$ cat src/rtl/alarm_pkg.sv
// rtl/alarm_pkg.sv - shared state encoding and defaults for the alarm annunciator
// Encodings are shared with the alarm FSM and top-level glue.
package alarm_pkg;

    typedef enum logic [1:0] {
        IDLE      = 2'b00,
        SOUNDING  = 2'b01,
        ESCALATED = 2'b10,
        SILENCED  = 2'b11
    } ann_state_e;

    localparam logic [3:0] DEFAULT_CODE = 4'hA;
    localparam logic [1:0] BAD_MAX      = 2'd3;

    function automatic logic [1:0] sat_inc2(input logic [1:0] v);
        return (v == BAD_MAX) ? v : v + 2'd1;
    endfunction

endpackage

$ cat src/rtl/alarm_tick_gen.sv
// rtl/alarm_tick_gen.sv - prescaler producing a single-cycle tick every CLK_DIV cycles
// Held at zero while disabled; clr_i restarts the period on the next edge.
module alarm_tick_gen #(
    parameter int CLK_DIV = 16
) (
    input  logic clk,
    input  logic rst,
    input  logic en_i,
    input  logic clr_i,
    output logic tick_o
);

    localparam int W = (CLK_DIV > 1) ? $clog2(CLK_DIV) : 1;

    logic [W-1:0] cnt_q, cnt_d;

    assign tick_o = en_i && (int'(cnt_q) == CLK_DIV - 1);

    always_comb begin
        cnt_d = cnt_q + 1'b1;
        if (clr_i || !en_i || tick_o) begin
            cnt_d = '0;
        end
    end

    always_ff @(posedge clk or posedge rst) begin
        if (rst) begin
            cnt_q <= '0;
        end else begin
            cnt_q <= cnt_d;
        end
    end

endmodule

$ cat src/rtl/alarm_annunciator.sv
// rtl/alarm_annunciator.sv - turns the alarm level into pulsed siren/strobe with escalation and disarm
// All outputs are registered; every counter restarts whenever the state changes.
module alarm_annunciator
    import alarm_pkg::*;
#(
    parameter int         CLK_DIV        = 16,
    parameter int         BEEP_ON        = 4,
    parameter int         BEEP_OFF       = 4,
    parameter int         ESCALATE_TICKS = 64,
    parameter int         SNOOZE_TICKS   = 32,
    parameter logic [3:0] CODE           = DEFAULT_CODE
) (
    input  logic       clk,
    input  logic       rst,
    input  logic       alarm_in,
    input  logic [3:0] code_in,
    input  logic       code_valid,
    output logic       siren,
    output logic       strobe,
    output logic       escalated,
    output logic       silenced,
    output logic [1:0] ann_state,
    output logic [1:0] bad_cnt
);

    localparam int PH_W  = $clog2(BEEP_ON + BEEP_OFF + 1);
    localparam int ESC_W = $clog2(ESCALATE_TICKS + 1);
    localparam int SNZ_W = $clog2(SNOOZE_TICKS + 1);

    ann_state_e       state_q, state_d;
    logic [1:0]       bad_q, bad_d;
    logic [PH_W-1:0]  phase_q, phase_d;
    logic [ESC_W-1:0] esc_q, esc_d;
    logic [SNZ_W-1:0] snz_q, snz_d;
    logic             strobe_q, strobe_d;
    logic             siren_q, siren_d;
    logic             escalated_q, silenced_q;

    logic tick;
    logic code_hit, code_miss;
    logic armed;
    logic state_chg;

    alarm_tick_gen #(
        .CLK_DIV (CLK_DIV)
    ) u_tick (
        .clk    (clk),
        .rst    (rst),
        .en_i   (state_q != IDLE),
        .clr_i  (state_chg),
        .tick_o (tick)
    );

    assign code_hit  = code_valid && (code_in == CODE);
    assign code_miss = code_valid && (code_in != CODE);
    assign armed     = (state_q == SOUNDING) || (state_q == ESCALATED);
    assign state_chg = (state_d != state_q);

    // Precedence: alarm drop, correct code, third bad code, then timeouts.
    always_comb begin
        state_d = state_q;
        bad_d   = bad_q;
        case (state_q)
            IDLE: begin
                if (alarm_in) state_d = SOUNDING;
            end
            SOUNDING, ESCALATED: begin
                if (!alarm_in) begin
                    state_d = IDLE;
                end else if (code_hit) begin
                    state_d = SILENCED;
                    bad_d   = '0;
                end else begin
                    if (code_miss) bad_d = sat_inc2(bad_q);
                    if ((state_q == SOUNDING) &&
                        ((code_miss && bad_d == BAD_MAX) ||
                         (tick && int'(esc_q) == ESCALATE_TICKS - 1))) begin
                        state_d = ESCALATED;
                    end
                end
            end
            SILENCED: begin
                if (!alarm_in) begin
                    state_d = IDLE;
                end else if (tick && int'(snz_q) == SNOOZE_TICKS - 1) begin
                    state_d = SOUNDING;
                end
            end
            default: state_d = IDLE;
        endcase
        if (state_d == IDLE) bad_d = '0;
    end

    always_comb begin
        phase_d  = phase_q;
        esc_d    = esc_q;
        snz_d    = snz_q;
        strobe_d = strobe_q;
        if (state_chg) begin
            phase_d  = '0;
            esc_d    = '0;
            snz_d    = '0;
            strobe_d = 1'b0;
        end else if (tick) begin
            if (armed) begin
                phase_d  = (int'(phase_q) == BEEP_ON + BEEP_OFF - 1) ? '0 : phase_q + 1'b1;
                strobe_d = ~strobe_q;
            end
            if (state_q == SOUNDING) esc_d = esc_q + 1'b1;
            if (state_q == SILENCED) snz_d = snz_q + 1'b1;
        end
    end

    always_comb begin
        siren_d = 1'b0;
        if (state_d == ESCALATED) begin
            siren_d = 1'b1;
        end else if (state_d == SOUNDING) begin
            siren_d = (int'(phase_d) < BEEP_ON);
        end
    end

    always_ff @(posedge clk or posedge rst) begin
        if (rst) begin
            state_q     <= IDLE;
            bad_q       <= '0;
            phase_q     <= '0;
            esc_q       <= '0;
            snz_q       <= '0;
            strobe_q    <= 1'b0;
            siren_q     <= 1'b0;
            escalated_q <= 1'b0;
            silenced_q  <= 1'b0;
        end else begin
            state_q     <= state_d;
            bad_q       <= bad_d;
            phase_q     <= phase_d;
            esc_q       <= esc_d;
            snz_q       <= snz_d;
            strobe_q    <= strobe_d;
            siren_q     <= siren_d;
            escalated_q <= (state_d == ESCALATED);
            silenced_q  <= (state_d == SILENCED);
        end
    end

    assign siren     = siren_q;
    assign strobe    = strobe_q;
    assign escalated = escalated_q;
    assign silenced  = silenced_q;
    assign ann_state = state_q;
    assign bad_cnt   = bad_q;

endmodule

$ cat config.mk
export PLATFORM = sky130hd
export DESIGN_NAME = alarm_annunciator
export DESIGN_NICKNAME = d
export VERILOG_FILES = /design/src/rtl/alarm_pkg.sv /design/src/rtl/alarm_tick_gen.sv /design/src/rtl/alarm_annunciator.sv
export SDC_FILE = /design/constraint.sdc
export NUM_CORES = 1
export LEC_CHECK = 0
export BUFFER_PORTS_ARGS = -buffer_cell sky130_fd_sc_hd__buf_2
export CORE_MARGIN = 5
export CORE_UTILIZATION = 60
export CTS_BUF_LIST = sky130_fd_sc_hd__clkbuf_8
export CTS_CLUSTER_SIZE = 24
export DETAILED_ROUTE_END_ITERATION = 16
export PLACE_DENSITY = 0.85
export SYNTH_ARGS = -nofsm -noshare
export SYNTH_HDL_FRONTEND = slang
export SYNTH_HIERARCHICAL = 1
export SYNTH_SLANG_ARGS = --single-unit
$ cat constraint.sdc
create_clock -name clk -period 3.4 [get_ports clk]
set_clock_uncertainty 0.15 [all_clocks]
set_input_delay 0 -clock clk [delete_from_list [all_inputs] [get_ports clk]]
set_output_delay 0 -clock clk [all_outputs]
set_load 0.02 [all_outputs]
* Yosys cells after proc, flatten, opt, wreduce, memory -nomap -nowiden
Cells that the tools add are included.
Widths: inputs -> output; s select.
** Cells by class
- Eq/ne operators :: 15
- Reductions and logical operators :: 26
- Shifts and indexed selects :: 0
- Add/sub/neg operators :: 5
- $mul :: 0
- $lt $le $gt $ge :: 1
- Muxes and demuxes :: 32
- Div/mod/pow operators :: 0
- Bitwise logic cells :: 1
** Operators by type and width (number)
- $mux 2 :: 15
- $mux 7 :: 3
- $mux 4 :: 5
- $mux 6 :: 3
- $reduce_bool 2->1 :: 7
- $eq 2x2->1 const B :: 6
- $add 4x1->4 const B :: 2
- $eq 4x4->1 const B :: 2
- $reduce_and 2->1 :: 4
- $add 7x1->7 const B :: 1
- $eq 7x7->1 const B :: 1
- $logic_and 1x1->1 :: 7
- $add 6x1->6 const B :: 1
- $eq 6x6->1 const B :: 1
- $pmux 2 s3 :: 1
- $mux 1 :: 5
- $eq 2x1->1 const B :: 2
- $eq 4x1->1 const B :: 1
- $logic_not 2->1 :: 2
- $logic_or 1x1->1 :: 4
- $lt 4x3->1 const B :: 1
- $ne 4x4->1 const B :: 1
- $add 2x1->2 const B :: 1
- $ne 2x2->1 :: 1
- other kinds (3) :: 3
** Word-level totals
- RAM bits :: 0
- Bits in read-only memories :: 0
- Bits in registers :: 29
- Memories :: 0
- Output and inout port bits :: 8
- Word-level logic and storage cells :: 90
- Latch bits :: 0
- Input port bits :: 8

* Logic depth before layout (Yosys ltp)
Gate-level depths: netlist (run 1).
- Depth after elaboration :: 19
- Gate-level depth with buffers :: 13
- Gate-level depth less buffers :: 11

* Hierarchy
Netlist (run 1), hierarchy kept.
** By module, submodules not included
- alarm_annunciator :: sequential area each 625.6 um^2, area each 1416.4 um^2, cells an instance 157, instances 1
- alarm_tick_gen :: sequential area each 100.1 um^2, area each 188.9 um^2, cells an instance 17, instances 1

* Worst setup path before layout (run 1)
OpenSTA, ideal clock, no wires.
- Kind :: register -> register
- From :: reg state_q[0] (netlist: ann_state[0])
- To :: reg u_tick.cnt_q[3]
- Stages on the path, launching flop included :: 13
- Setup slack :: 0.537 ns
- Clock period less this slack :: 2.863 ns
- Data arrival time :: 2.595 ns
- Cells stage by stage :: dfrtp_1 -> inv_1 -> ha_1 -> inv_1 -> and4_1 -> nand2_1 -> or4_4 -> a211o_1 -> nand4_2 -> buf_2 -> nand2b_4 -> a31o_1 -> nor2_1
** On the way
- Longest elaborated chain between the ends :: 13
- Elaborated cells on any way between the ends :: 23
- Classes of those cells :: 4 x eq/ne; 8 x mux; 11 x reduce/logical
** RTL lines
- from (decl) :: RTL line alarm_annunciator.sv:30 : ann_state_e state_q, state_d;
- from (signal assigned) :: RTL line alarm_annunciator.sv:135 : state_q <= state_d;
- $reduce_bool 2->1 (*) :: RTL line alarm_annunciator.sv:49 : .en_i (state_q != IDLE),
- $logic_and 1x1->1 (*) :: RTL line alarm_tick_gen.sv:17 : assign tick_o = en_i && (int'(cnt_q) == CLK_DIV - 1);
- net tick :: RTL line alarm_annunciator.sv:39 : logic tick;
- $logic_and 1x1->1 :: RTL line alarm_annunciator.sv:77 : (tick && int'(esc_q) == ESCALATE_TICKS - 1))) begin
- $logic_or 1x1->1 :: RTL line alarm_annunciator.sv:76 : ((code_miss && bad_d == BAD_MAX) ||
- $logic_and 1x1->1 :: RTL line alarm_annunciator.sv:75 : if ((state_q == SOUNDING) &&
- $mux 2 :: RTL line alarm_annunciator.sv:75
- $mux 2 :: RTL line alarm_annunciator.sv:70 : end else if (code_hit) begin
- $mux 2 :: RTL line alarm_annunciator.sv:68 : if (!alarm_in) begin
- $pmux 2 s3 (*) :: RTL line alarm_annunciator.sv:63 : case (state_q)
- $ne 2x2->1 (*) :: RTL line alarm_annunciator.sv:57 : assign state_chg = (state_d != state_q);
- net state_chg :: RTL line alarm_annunciator.sv:42 : logic state_chg;
- $logic_or 1x1->1 (*) (2 in series) :: RTL line alarm_tick_gen.sv:21 : if (clr_i || !en_i || tick_o) begin
- $mux 4 (*) :: RTL line alarm_tick_gen.sv:21
- net u_tick.cnt_d[3] :: RTL line alarm_tick_gen.sv:15 : logic [W-1:0] cnt_q, cnt_d;
- to (signal assigned) :: RTL line alarm_tick_gen.sv:30 : cnt_q <= cnt_d;
- to (decl) :: RTL line alarm_tick_gen.sv:15
Mark *: on every way through the listed nets, which the timed path passes. The rest lies on a longest branch.
A chain may end at the register's enable or synchronous reset.

* Worst setup path after layout (run 1)
- From :: reg state_q[0] (netlist: ann_state[0])
- To :: reg u_tick.cnt_q[0]
** On the way
- Longest elaborated chain between the ends :: 13
- Elaborated cells on any way between the ends :: 23
- Classes of those cells :: 4 x eq/ne; 8 x mux; 11 x reduce/logical
** RTL lines (RTL line)
- $reduce_bool 2->1 (*) :: alarm_annunciator.sv:49
- $logic_and 1x1->1 (*) :: alarm_tick_gen.sv:17
- net tick :: alarm_annunciator.sv:39
- $logic_and 1x1->1 :: alarm_annunciator.sv:77
- $logic_or 1x1->1 :: alarm_annunciator.sv:76
- $logic_and 1x1->1 :: alarm_annunciator.sv:75
- $mux 2 :: alarm_annunciator.sv:75
- $mux 2 :: alarm_annunciator.sv:70
- $mux 2 :: alarm_annunciator.sv:68
- $pmux 2 s3 :: alarm_annunciator.sv:63
- $ne 2x2->1 :: alarm_annunciator.sv:57
- $logic_or 1x1->1 :: alarm_tick_gen.sv:21
- $logic_or 1x1->1 (*) :: alarm_tick_gen.sv:21
- $mux 4 (*) :: alarm_tick_gen.sv:21
- net u_tick.cnt_d[0] :: alarm_tick_gen.sv:15
Marked as above.

==> out/metrics.yaml, run 1 <==
status: "finished clean"
placed_cells: 215
synth_xor_area_share_pct: 7.64
slew_headroom_pct: 37.9
grt.overflow.total: 0
tritoncts: "built"
critPathBufInv: 2
area_growth_pct: 13.3
yosys.area.top_type: "dfrtp_1"
power_frac_comb_pct: 34.8
drv_cap: 0
async_reset_ff_share_pct: 100
p_sw_share_pct: 36.8
dieArea_um2: 3810
dp_hpwl_um: 2490
routed_via_density: 5.84
track_usage_pct: 20.5
place_congestion: 0.821
top_usage_layer: "met2"
path_cells: "inv_1 -> ha_1 -> inv_1 -> and4_1 -> nand2_1 -> or4_4 -> a211o_1 -> nand4_2 -> nand2b_4 -> a31o_1 -> nor2_1"
p_int_mw: 0.682
diodes: 0
wl_per_cell_um: 14.9
syn_area_um2: 1610
rsz0062_at_grt: "no"
synth_top_family_by_area: "simple AND/OR/NAND/NOR gates"
drv_slew: 0
p_clk_share_pct: 28.3
required_ns: 3.41
synth.mux.area_fraction_pct: 0
clockBufferDepth: 2
max_freq_mhz: 345
ys_seq_elements: 29
io_buffers: 15
clock-sinks: 29
synth_compound_area_share_pct: 12.0
initial_core_util_pct: 63.6
clkLatencyLatePin_ns: 0.27
worst_pin_slew_ns: 0.930
core_um2: 2520
die_w_um: 61.7
first_iter_violations: 75
post_synth_and_or_nand_nor_area_fraction_pct: 25.1
nFillCells: 190
critical_path_arrival_ns: 2.91
syn_avg_cell_area_um2: 9.23
synthCells: 174
synth-adder-area-share_pct: 6.24
antenna_found_initial: 0
use_met3_pct: 5.58
cp-end-kind: "flop"
synth_common_cells: "34 x nor2_1, 29 x dfrtp_1, 14 x nand3_1"
synth_most_common_cell: "nor2_1"
htreeDepth: 2
synth_cell_types: 42
grt_use_met1_pct: 23.7
num-nets-final: 210
gr-usage-met2_pct: 36.0
slowest_stage: "or4_4"
pre_cts_ws_ns: 0.554
drive_gt1_share_pct: 15.9
yosys-top-cells-area: "dfrtp_1 45%, nor2_1 8.0%, ha_1 6.2%, xor2_1 4.9%, nand3_1 4.4%"
power.leakage_nw: 0.844
netSwitchingPower_mw: 0.396
drt_wl_total_um: 3360
cts_buffers: 5
synth_top_flop_cell: "dfrtp_1"
root_buffer: "clkbuf_8"
fin_crit_ns: 2.90
synth-seq-area-share_pct: 45.2
synth-edff-count: 0
clk_pin_slew_worst_paths_ns: 0.06
drc_errors: 0
ant_nets: 0
power_frac_seq_pct: 36.9
first_global_vias: 1287
grt_pass1_wl_um: 5690
fin_crit_sh_pct: 85.2
cp_max_fo: 6
cts_setup_buffers: 0
synth_top_area_share_pct: 45.2
power_density_nw_per_um2: 593
slowest_delay_ns: 0.47
hold_class: "in -> reg"
ioPinCount: 16
tns_ns: 0
setup_viol: 0
die_h_um: 61.7
multi_input_area_um2: 818
vias: 1315
vdd_drop_max_mv: 0.577
grt_max_degree: 26
num_rows: 18
first_pass_iters: 4
ff_latch_area_um2: 726
crit_path_start_kind: "flop"
ys_warn_count: 6
cpMostUsedCell: "inv_1"
final_hold_viol_count: 0
worst_slack_ns: 0.504
syn-num-nets: 190
final_cell_count_no_fill: 225
path_class: "reg -> reg"
cpLargestDelayFamily: "simple AND/OR/NAND/NOR gates"
ctsResizeCount: 0
[state kept, by name, summed over array words and instances (netlist names)]
| register | cells |
|---|---|
| strobe | 1 |
| silenced | 1 |
| snz_q | 6 |
| u_tick/cnt_q | 4 |
| bad_cnt | 2 |
| esc_q | 7 |
| siren | 1 |
| ann_state | 2 |
| phase_q | 4 |
| escalated | 1 |
[layout by cell type, fill, tap and decap left out, types with 2 or more instances in the layout]
cell type       n
nor2_1         34
dfrtp_1        29
buf_2          15
nand3_1        14
nand2_1        13
a21oi_1         9
xor2_1          9
ha_1            8
inv_1           7
clkbuf_8        7
o21ai_0         5
xnor2_1         5
nand2b_1        3
o22ai_1         2
a32oi_1         2
nor2b_1         2
nor3_1          2
dlygate4sd3_1   2
buf_4           2
[cell type report]
cell class | instances | area share, %
clock buffers | 7 | 5.30
multi-input cells | 132 | 45.0
inverters | 7 | 1.44
clock inverters | 1 | 0.275
well taps | 30 | 2.06
flip-flops and latches | 29 | 39.9
repair buffers | 19 | 6.05
[through the flow]
stage / hold WS [ns] / power [mW] / utilization [%] / area [um^2]
2_1_floorplan: -0.384 / 0.691 / - / 1610
3_3_place_gp: -0.261 / 0.756 / 67.3 / 1700
3_5_place_dp: -0.257 / 0.768 / 67.3 / 1700
4_1_cts: 0.0570 / 1.08 / 72.1 / 1820
5_1_grt: 0.0922 / 1.14 / 72.1 / 1820
6_report: 0.0830 / 1.08 / 72.1 / 1820
[power by group through the flow]
stage          Clock (mW)  Sequential [mW]  Combinational (mW)
2_1_floorplan           0            0.421               0.270
3_3_place_gp            0            0.399               0.357
3_5_place_dp            0            0.404               0.363
4_1_cts             0.313            0.398               0.368
5_1_grt             0.330            0.401               0.410
6_report            0.305            0.398               0.375
[kinds of logic (layout without fill, tap and decap cells)]
logic type / Yosys count / after routing
AO/OA/AOI/OAI: 29 / 29
XOR/XNOR: 14 / 14
adder cells (fa/ha/maj): 8 / 8
buffers and inverters: 13 / 34
flip-flops: 29 / 29
AND/OR/NAND/NOR: 81 / 81
[worst paths after layout]
| check | startpoint | end | slack [ns] | depth (start not counted) |
|---|---|---|---|---|
| min in group asynchronous | rst | esc_q[1] | 0.34 | 3 |
| worst min register to register | u_tick/cnt_q[0] | u_tick/cnt_q[0] | 0.33 | 1 |
| worst max-delay path | ann_state[0] | u_tick/cnt_q[0] | 0.50 | 11 |
| max in group asynchronous | rst | phase_q[3] | 2.19 | 3 |
| worst max register to register | ann_state[0] | u_tick/cnt_q[0] | 0.50 | 11 |
| worst min-delay path | code_valid | bad_cnt[0] | 0.08 | 4 |
[worst register-to-register path, delay by kind of cell (launching register included)]
kind                       cells  cell delay, ns
AOI/OAI and AO/OA              2            0.46
adders and majority gates      1            0.23
buffers and inverters          2            0.25
DFF                            1            0.44
and+or+nand+nor                6            1.24
[timing repair]
item | in CTS | in global routing
hold endpoints to repair | 29 | 0
hold buffers | 2 | 0
endpoints found under the setup margin | 0 | 0
[layer usage]
layer | vias up | wire length (um)
met1 | 636 | 1450
met3 | 6 | 114
met5 | - | 0
li1 | 646 | -
met2 | 27 | 1740
met4 | 0 | 50
No activity file was read; power rests on OpenSTA's default activity.
==> run 2: changes to the inputs <==
--- a/config.mk
+++ b/config.mk
@@ -7,12 +7,11 @@
 export LEC_CHECK = 0
 export BUFFER_PORTS_ARGS = -buffer_cell sky130_fd_sc_hd__buf_2
 export CORE_MARGIN = 5
-export CORE_UTILIZATION = 60
+export CORE_UTILIZATION = 61
 export CTS_BUF_LIST = sky130_fd_sc_hd__clkbuf_8
 export CTS_CLUSTER_SIZE = 24
 export DETAILED_ROUTE_END_ITERATION = 16
-export PLACE_DENSITY = 0.85
+export PLACE_DENSITY = 0.86
 export SYNTH_ARGS = -nofsm -noshare
 export SYNTH_HDL_FRONTEND = slang
-export SYNTH_HIERARCHICAL = 1
 export SYNTH_SLANG_ARGS = --single-unit
==> run 2 against run 1 <==
  * Combinational power fell by 13%
  * Largest cell class unchanged
  * First-iteration DRC count rose by 19%
  * Clock power rose by 20%
  * Synthesized cell count down 4.0%
  * Via count rose by 4.3%
  * Largest power group unchanged
  * Critical endpoint is now u_tick.cnt_q[3]
==> out/metrics.yaml, run 2 <==
critical_path_arrival_ns: 2.94  # was 2.91 ns
worstHoldPathCells: 4  # unchanged
synth_most_common_cell: "dfrtp_1"  # was nor2_1
grt.overflow.total: 0  # unchanged
diodes: 0  # unchanged
p_sw_share_pct: 34.0  # was 36.8%
num_rows: 18  # unchanged
synthCells: 167  # was 174
whs_ns: 0.115  # was 0.0830 ns
yosys-top-cells-area: "dfrtp_1 44%, nor2_1 5.9%, ha_1 5.3%, xor2_1 4.3%, xnor2_1 3.7%"  # was dfrtp_1 45%, nor2_1 8.0%, ha_1 6.2%, xor2_1 4.9%, nand3_1 4.4%
fin_crit_sh_pct: 86.8  # was 85.2%
io_buffers: 15  # unchanged
slowest_delay_ns: 0.58  # was 0.47 ns
drv_cap: 0  # unchanged
status: "finished clean"  # unchanged
mostFrequentLayoutCells: "29 x dfrtp_1, 26 x nor2_1, 15 x nand2_1, 15 x buf_2, 9 x nand3_1"  # was 34 x nor2_1, 29 x dfrtp_1, 15 x buf_2, 14 x nand3_1, 13 x nand2_1
ctsHoldBuffers: 1  # was 2
clockBufferDepth: 2  # unchanged
power.leakage_nw: 0.897  # was 0.844 nW
ioPinCount: 16  # unchanged
htreeDepth: 2  # unchanged
core_um2: 2520  # unchanged
cts_setup_buffers: 0  # unchanged
required_ns: 3.39  # was 3.41 ns
top_regs: "esc_q (7), snz_q (6)"  # unchanged
stdcell_area_um2: 1860  # was 1820 um^2
tns_ns: 0  # unchanged
slowest_stage: "or4_4"  # unchanged
clk_pin_slew_worst_paths_ns: 0.06  # about the same
place_congestion: 0.954  # was 0.821
top_register: "esc_q"  # unchanged
synth-seq-area-share_pct: 44.1  # was 45.2%
power_frac_comb_pct: 30.0  # was 34.8%
drv_slew: 0  # unchanged
grt_pass1_wl_um: 6020  # was 5690 um
largest_register_ffs: 7  # unchanged
clock-sinks: 29  # unchanged
synth-adder-area-share_pct: 5.33  # was 6.24%
crit_path_start_kind: "flop"  # unchanged
rsz0062_at_grt: "no"  # unchanged
cts_buffers: 5  # unchanged
grt_max_degree: 30  # was 26
cp_max_fo: 13  # was 6
first_global_vias: 1386  # was 1287
die_h_um: 61.9  # was 61.7 um
num-nets-final: 201  # was 210
synth.mux.area_fraction_pct: 0.609  # was 0%
async_reset_ff_share_pct: 100  # unchanged
synth_common_cells: "29 x dfrtp_1, 26 x nor2_1, 15 x nand2_1"  # was 34 x nor2_1, 29 x dfrtp_1, 14 x nand3_1
power_density_nw_per_um2: 583  # was 593 nW/um^2
synth_cell_types: 45  # was 42
r2r.worst_path.cells: 8  # was 11
synth_xor_area_share_pct: 7.99  # was 7.64%
netSwitchingPower_mw: 0.369  # was 0.396 mW
die_w_um: 61.9  # was 61.7 um
dieArea_um2: 3830  # was 3810 um^2
drc_errors: 0  # unchanged
synth_top_family_by_area: "simple AND/OR/NAND/NOR gates"  # unchanged
vias: 1371  # was 1315
drive_gt1_share_pct: 16.6  # was 15.9%
wl_per_cell_um: 16.4  # was 14.9 um
initial_core_util_pct: 65.2  # was 63.6%
setup_viol: 0  # unchanged
drt_wl_total_um: 3560  # was 3360 um
placed_cells: 208  # was 215
synth_compound_area_share_pct: 13.2  # was 12.0%
area_growth_pct: 13.4  # was 13.3%
fin_crit_ns: 2.95  # was 2.90 ns
syn-num-nets: 182  # was 190
track_usage_pct: 22.0  # was 20.5%
p_clk_share_pct: 33.5  # was 28.3%
power_frac_seq_pct: 36.5  # was 36.9%
synth_top_area_share_pct: 44.1  # was 45.2%
cp-end-kind: "flop"  # unchanged
antenna_found_initial: 0  # unchanged
final_hold_viol_count: 0  # unchanged
syn_avg_cell_area_um2: 9.84  # was 9.23 um^2
ctsResizeCount: 0  # unchanged
ys_warn_count: 0  # was 6
vdd_drop_max_mv: 0.457  # was 0.577 mV
tritoncts: "built"  # unchanged
ys_seq_elements: 29  # unchanged
p_int_mw: 0.718  # was 0.682 mW
layout_commonest_cell: "dfrtp_1"  # was nor2_1
synth_top_flop_cell: "dfrtp_1"  # unchanged
syn_area_um2: 1640  # was 1610 um^2
dp_hpwl_um: 2530  # was 2490 um
ant_nets: 0  # unchanged
path_cells: "inv_1 -> ha_1 -> nand4b_2 -> or4_4 -> a2111oi_4 -> a2111o_1 -> buf_4 -> nor4_1"  # was inv_1 -> ha_1 -> inv_1 -> and4_1 -> nand2_1 -> or4_4 -> a211o_1 -> nand4_2 -> nand2b_4 -> a31o_1 -> nor2_1
clkLatencyLatePin_ns: 0.28  # was 0.27 ns
slew_headroom_pct: 29.6  # was 37.9%
max_freq_mhz: 339  # was 345 MHz
first_pass_iters: 4  # unchanged
final_cell_count_no_fill: 217  # was 225
post-route-util_pct: 73.9  # was 72.1%
yosys.area.top_type: "dfrtp_1"  # unchanged
post_synth_and_or_nand_nor_area_fraction_pct: 25.1  # about the same
placed_area_um2: 1740  # was 1700 um^2
worst_pin_slew_ns: 1.06  # was 0.930 ns
synth-edff-count: 0  # unchanged
root_buffer: "clkbuf_8"  # unchanged
routed_via_density: 6.32  # was 5.84
hold_class: "in -> reg"  # unchanged
path_class: "reg -> reg"  # unchanged
first_iter_violations: 89  # was 75
[run 2: routing by layer]
layer / global-route usage, % / vias to the layer above / routed length [um]
li1: - / 636 / -
met1: 26.3 / 659 / 1480
met2: 35.1 / 62 / 1670
met3: 6.61 / 14 / 298
met4: 12.7 / 0 / 116
met5: 0 / - / 0
[run 2: cells by family (layout without fill, tap and decap cells)]
logic type / Yosys count / count (layout)
AND/OR/NAND/NOR: 76 / 76
XOR/XNOR: 15 / 15
multiplexers: 1 / 1
adder cells (fa/ha/maj): 7 / 7
AO/OA/AOI/OAI: 26 / 26
buffers and inverters: 13 / 33
flip-flops: 29 / 29
[run 2: final timing paths]
kind	from	slack [ns]	end
worst max-delay path	ann_state[1]	0.45	u_tick.cnt_q[3]
worst min-delay path	code_in[1]	0.12	bad_cnt[1]
worst max register to register	ann_state[1]	0.45	u_tick.cnt_q[3]
worst min register to register	u_tick.cnt_q[0]	0.37	u_tick.cnt_q[0]
max in group asynchronous	rst	2.09	siren
min in group asynchronous	rst	0.37	esc_q[3]
[run 2: worst max-delay path, delay by kind of cell (launching register included)]
family          cells  cell delay (ns)
compound gates      2             0.48
fa+ha+maj           1             0.37
buf+inv             2             0.32
flops               1             0.50
simple gates        3             0.99
[run 2: area by class of cell]
cell class | count | area (um^2)
clock buffers | 6 | 82.6
clock inverters | 2 | 33.8
fillers | 191 | 658
inverters | 7 | 26.3
multi-input cells | 125 | 858
flip-flops and latches | 29 | 726
well taps | 30 | 37.5
repair buffers | 18 | 100
[run 2: power groups by stage]
stage	logic, mW	registers (mW)	clock network [mW]
6_report	0.326	0.397	0.365
5_1_grt	0.356	0.399	0.386
4_1_cts	0.322	0.395	0.368
3_5_place_dp	0.318	0.401	0
3_3_place_gp	0.312	0.397	0
2_1_floorplan	0.225	0.414	0
[run 2: through the flow]
| stage | power (mW) | setup WS [ns] |
|---|---|---|
| 2_1_floorplan | 0.639 | 0.769 |
| 3_3_place_gp | 0.709 | 0.603 |
| 3_5_place_dp | 0.720 | 0.504 |
| 4_1_cts | 1.09 | 0.492 |
| 5_1_grt | 1.14 | 0.329 |
| 6_report | 1.09 | 0.447 |
==> run 3: changes to the inputs <==
--- a/config.mk
+++ b/config.mk
@@ -12,6 +12,7 @@
 export CTS_CLUSTER_SIZE = 24
 export DETAILED_ROUTE_END_ITERATION = 16
 export PLACE_DENSITY = 0.86
+export RECOVER_POWER = 100
 export SYNTH_ARGS = -nofsm -noshare
 export SYNTH_HDL_FRONTEND = slang
 export SYNTH_SLANG_ARGS = --single-unit
==> run 3 against run 2 <==
  * Via count is 0.95% higher
  * Critical endpoint unchanged
  * Critical path depth stayed put
  * First-iteration DRC count down 13%
  * Register-to-register slack lost 0.06 ns
  * Sequential power is essentially flat
  * Die area stayed put
  * Sequential share of layout area increased by 0.66 points
==> out/metrics.yaml, run 3 (synthesis gave the netlist of run 2 again) <==
status: "finished clean"  # unchanged
mostFrequentLayoutCells: "29 x dfrtp_1, 26 x nor2_1, 15 x nand2_1, 9 x nand3_1"  # was 29 x dfrtp_1, 26 x nor2_1, 15 x nand2_1, 15 x buf_2, 9 x nand3_1
grt_max_degree: 30  # unchanged
setup_viol: 0  # unchanged
vias: 1384  # was 1371
io_buffers: 15  # unchanged
first_iter_violations: 77  # was 89
tritoncts: "built"  # unchanged
clkLatencyLatePin_ns: 0.28  # about the same
clockBufferDepth: 2  # unchanged
num_rows: 18  # unchanged
ctsHoldBuffers: 1  # unchanged
initial_core_util_pct: 65.2  # unchanged
dp_hpwl_um: 2530  # unchanged
slew_headroom_pct: 29.9  # was 29.6%
nFillCells: 206  # was 191
fin_crit_sh_pct: 88.6  # was 86.8%
path_cells: "inv_1 -> ha_1 -> nand4b_1 -> or4_1 -> a2111oi_4 -> a2111o_1 -> buf_4 -> nor4_1"  # was inv_1 -> ha_1 -> nand4b_2 -> or4_4 -> a2111oi_4 -> a2111o_1 -> buf_4 -> nor4_1
htreeDepth: 2  # unchanged
first_pass_iters: 4  # unchanged
max_freq_mhz: 332  # was 339 MHz
crit_path_start_kind: "flop"  # unchanged
ant_nets: 0  # unchanged
drive_gt1_share_pct: 10.2  # was 16.6%
track_usage_pct: 22.0  # unchanged
final_hold_viol_count: 0  # unchanged
worst_pin_slew_ns: 1.05  # was 1.06 ns
clk_pin_slew_worst_paths_ns: 0.06  # about the same
ctsResizeCount: 0  # unchanged
largest_register_ffs: 7  # unchanged
vdd_drop_max_mv: 0.456  # was 0.457 mV
num-nets-final: 201  # unchanged
drv_slew: 0  # unchanged
top_register: "esc_q"  # unchanged
ioPinCount: 16  # unchanged
clock-sinks: 29  # unchanged
rsz0062_at_grt: "no"  # unchanged
fin_crit_ns: 3.01  # was 2.95 ns
power_density_nw_per_um2: 588  # was 583 nW/um^2
power.leakage_nw: 0.843  # was 0.897 nW
drv_cap: 0  # unchanged
slowest_stage: "or4_1"  # was or4_4
wl_per_cell_um: 16.6  # was 16.4 um
routed_via_density: 6.38  # was 6.32
drt_wl_total_um: 3610  # was 3560 um
cp_max_fo: 13  # unchanged
top_regs: "esc_q (7), snz_q (6)"  # unchanged
hold_class: "in -> reg"  # unchanged
required_ns: 3.39  # about the same
layout_commonest_cell: "dfrtp_1"  # unchanged
grt.overflow.total: 0  # unchanged
die_h_um: 61.9  # unchanged
cp-end-kind: "flop"  # unchanged
grt_pass1_wl_um: 6020  # unchanged
antenna_found_initial: 0  # unchanged
tns_ns: 0  # unchanged
place_congestion: 0.954  # unchanged
diodes: 0  # unchanged
root_buffer: "clkbuf_8"  # unchanged
critical_path_arrival_ns: 3.01  # was 2.94 ns
dieArea_um2: 3830  # unchanged
area_growth_pct: 11.5  # was 13.4%
core_um2: 2520  # unchanged
whs_ns: 0.117  # was 0.115 ns
cts_setup_buffers: 0  # unchanged
drc_errors: 0  # unchanged
slowest_delay_ns: 0.64  # was 0.58 ns
die_w_um: 61.9  # unchanged
cts_buffers: 5  # unchanged
path_class: "reg -> reg"  # unchanged
first_global_vias: 1386  # unchanged
[run 3: path summary, 6_finish.rpt]
check | cells past startpoint | end | from | slack, ns
max | 8 | u_tick.cnt_q[3] | ann_state[1] | 0.39
min | 4 | bad_cnt[1] | code_in[1] | 0.12
max reg2reg | 8 | u_tick.cnt_q[3] | ann_state[1] | 0.39
min reg2reg | 1 | u_tick.cnt_q[0] | u_tick.cnt_q[0] | 0.37
max in group asynchronous | 3 | siren | rst | 2.10
min in group asynchronous | 3 | esc_q[3] | rst | 0.37
[run 3: critical path, delay by kind of cell (launching register included)]
family / cells / cell delay, ns
and+or+nand+nor: 3 / 1.06
buffers and inverters: 2 / 0.31
adders and majority gates: 1 / 0.35
AOI/OAI and AO/OA: 2 / 0.50
DFF: 1 / 0.50
[run 3: layer usage]
| metal | vias to the layer above | wire length, um | global-route usage, % | share of wire (%) |
|---|---|---|---|---|
| met5 | - | 0 | 0 | 0 |
| met4 | 0 | 110 | 12.7 | 3.0 |
| met3 | 12 | 329 | 6.61 | 9.1 |
| met2 | 64 | 1670 | 35.1 | 46 |
| met1 | 668 | 1500 | 26.3 | 42 |
| li1 | 640 | - | - | - |
[run 3: where the power goes]
| group | leakage (nW) | switching [mW] | internal [mW] |
|---|---|---|---|
| logic | 0.380 | 0.209 | 0.104 |
| clock network | 0.0626 | 0.131 | 0.236 |
| registers | 0.400 | 0.0270 | 0.370 |
[run 3: stage by stage]
step	instances	power [mW]	setup slack [ns]	utilization, %	area (um^2)
6_report	217	1.08	0.387	72.7	1830
5_1_grt	217	1.13	0.258	72.7	1830
4_1_cts	217	1.09	0.492	73.9	1860
3_5_place_dp	208	0.720	0.504	68.9	1740
3_3_place_gp	208	0.709	0.603	68.9	1740
2_1_floorplan	167	0.639	0.769	-	1640
[run 3: area by class of cell]
class / instances / area [um^2] / area share [%]
multi-input combinational: 125 / 837 / 45.7
clock buffer: 6 / 82.6 / 4.51
sequential: 29 / 726 / 39.6
clock inverter: 2 / 33.8 / 1.84
inverter: 7 / 26.3 / 1.43
tap: 30 / 37.5 / 2.05
timing repair buffer: 18 / 90.1 / 4.91
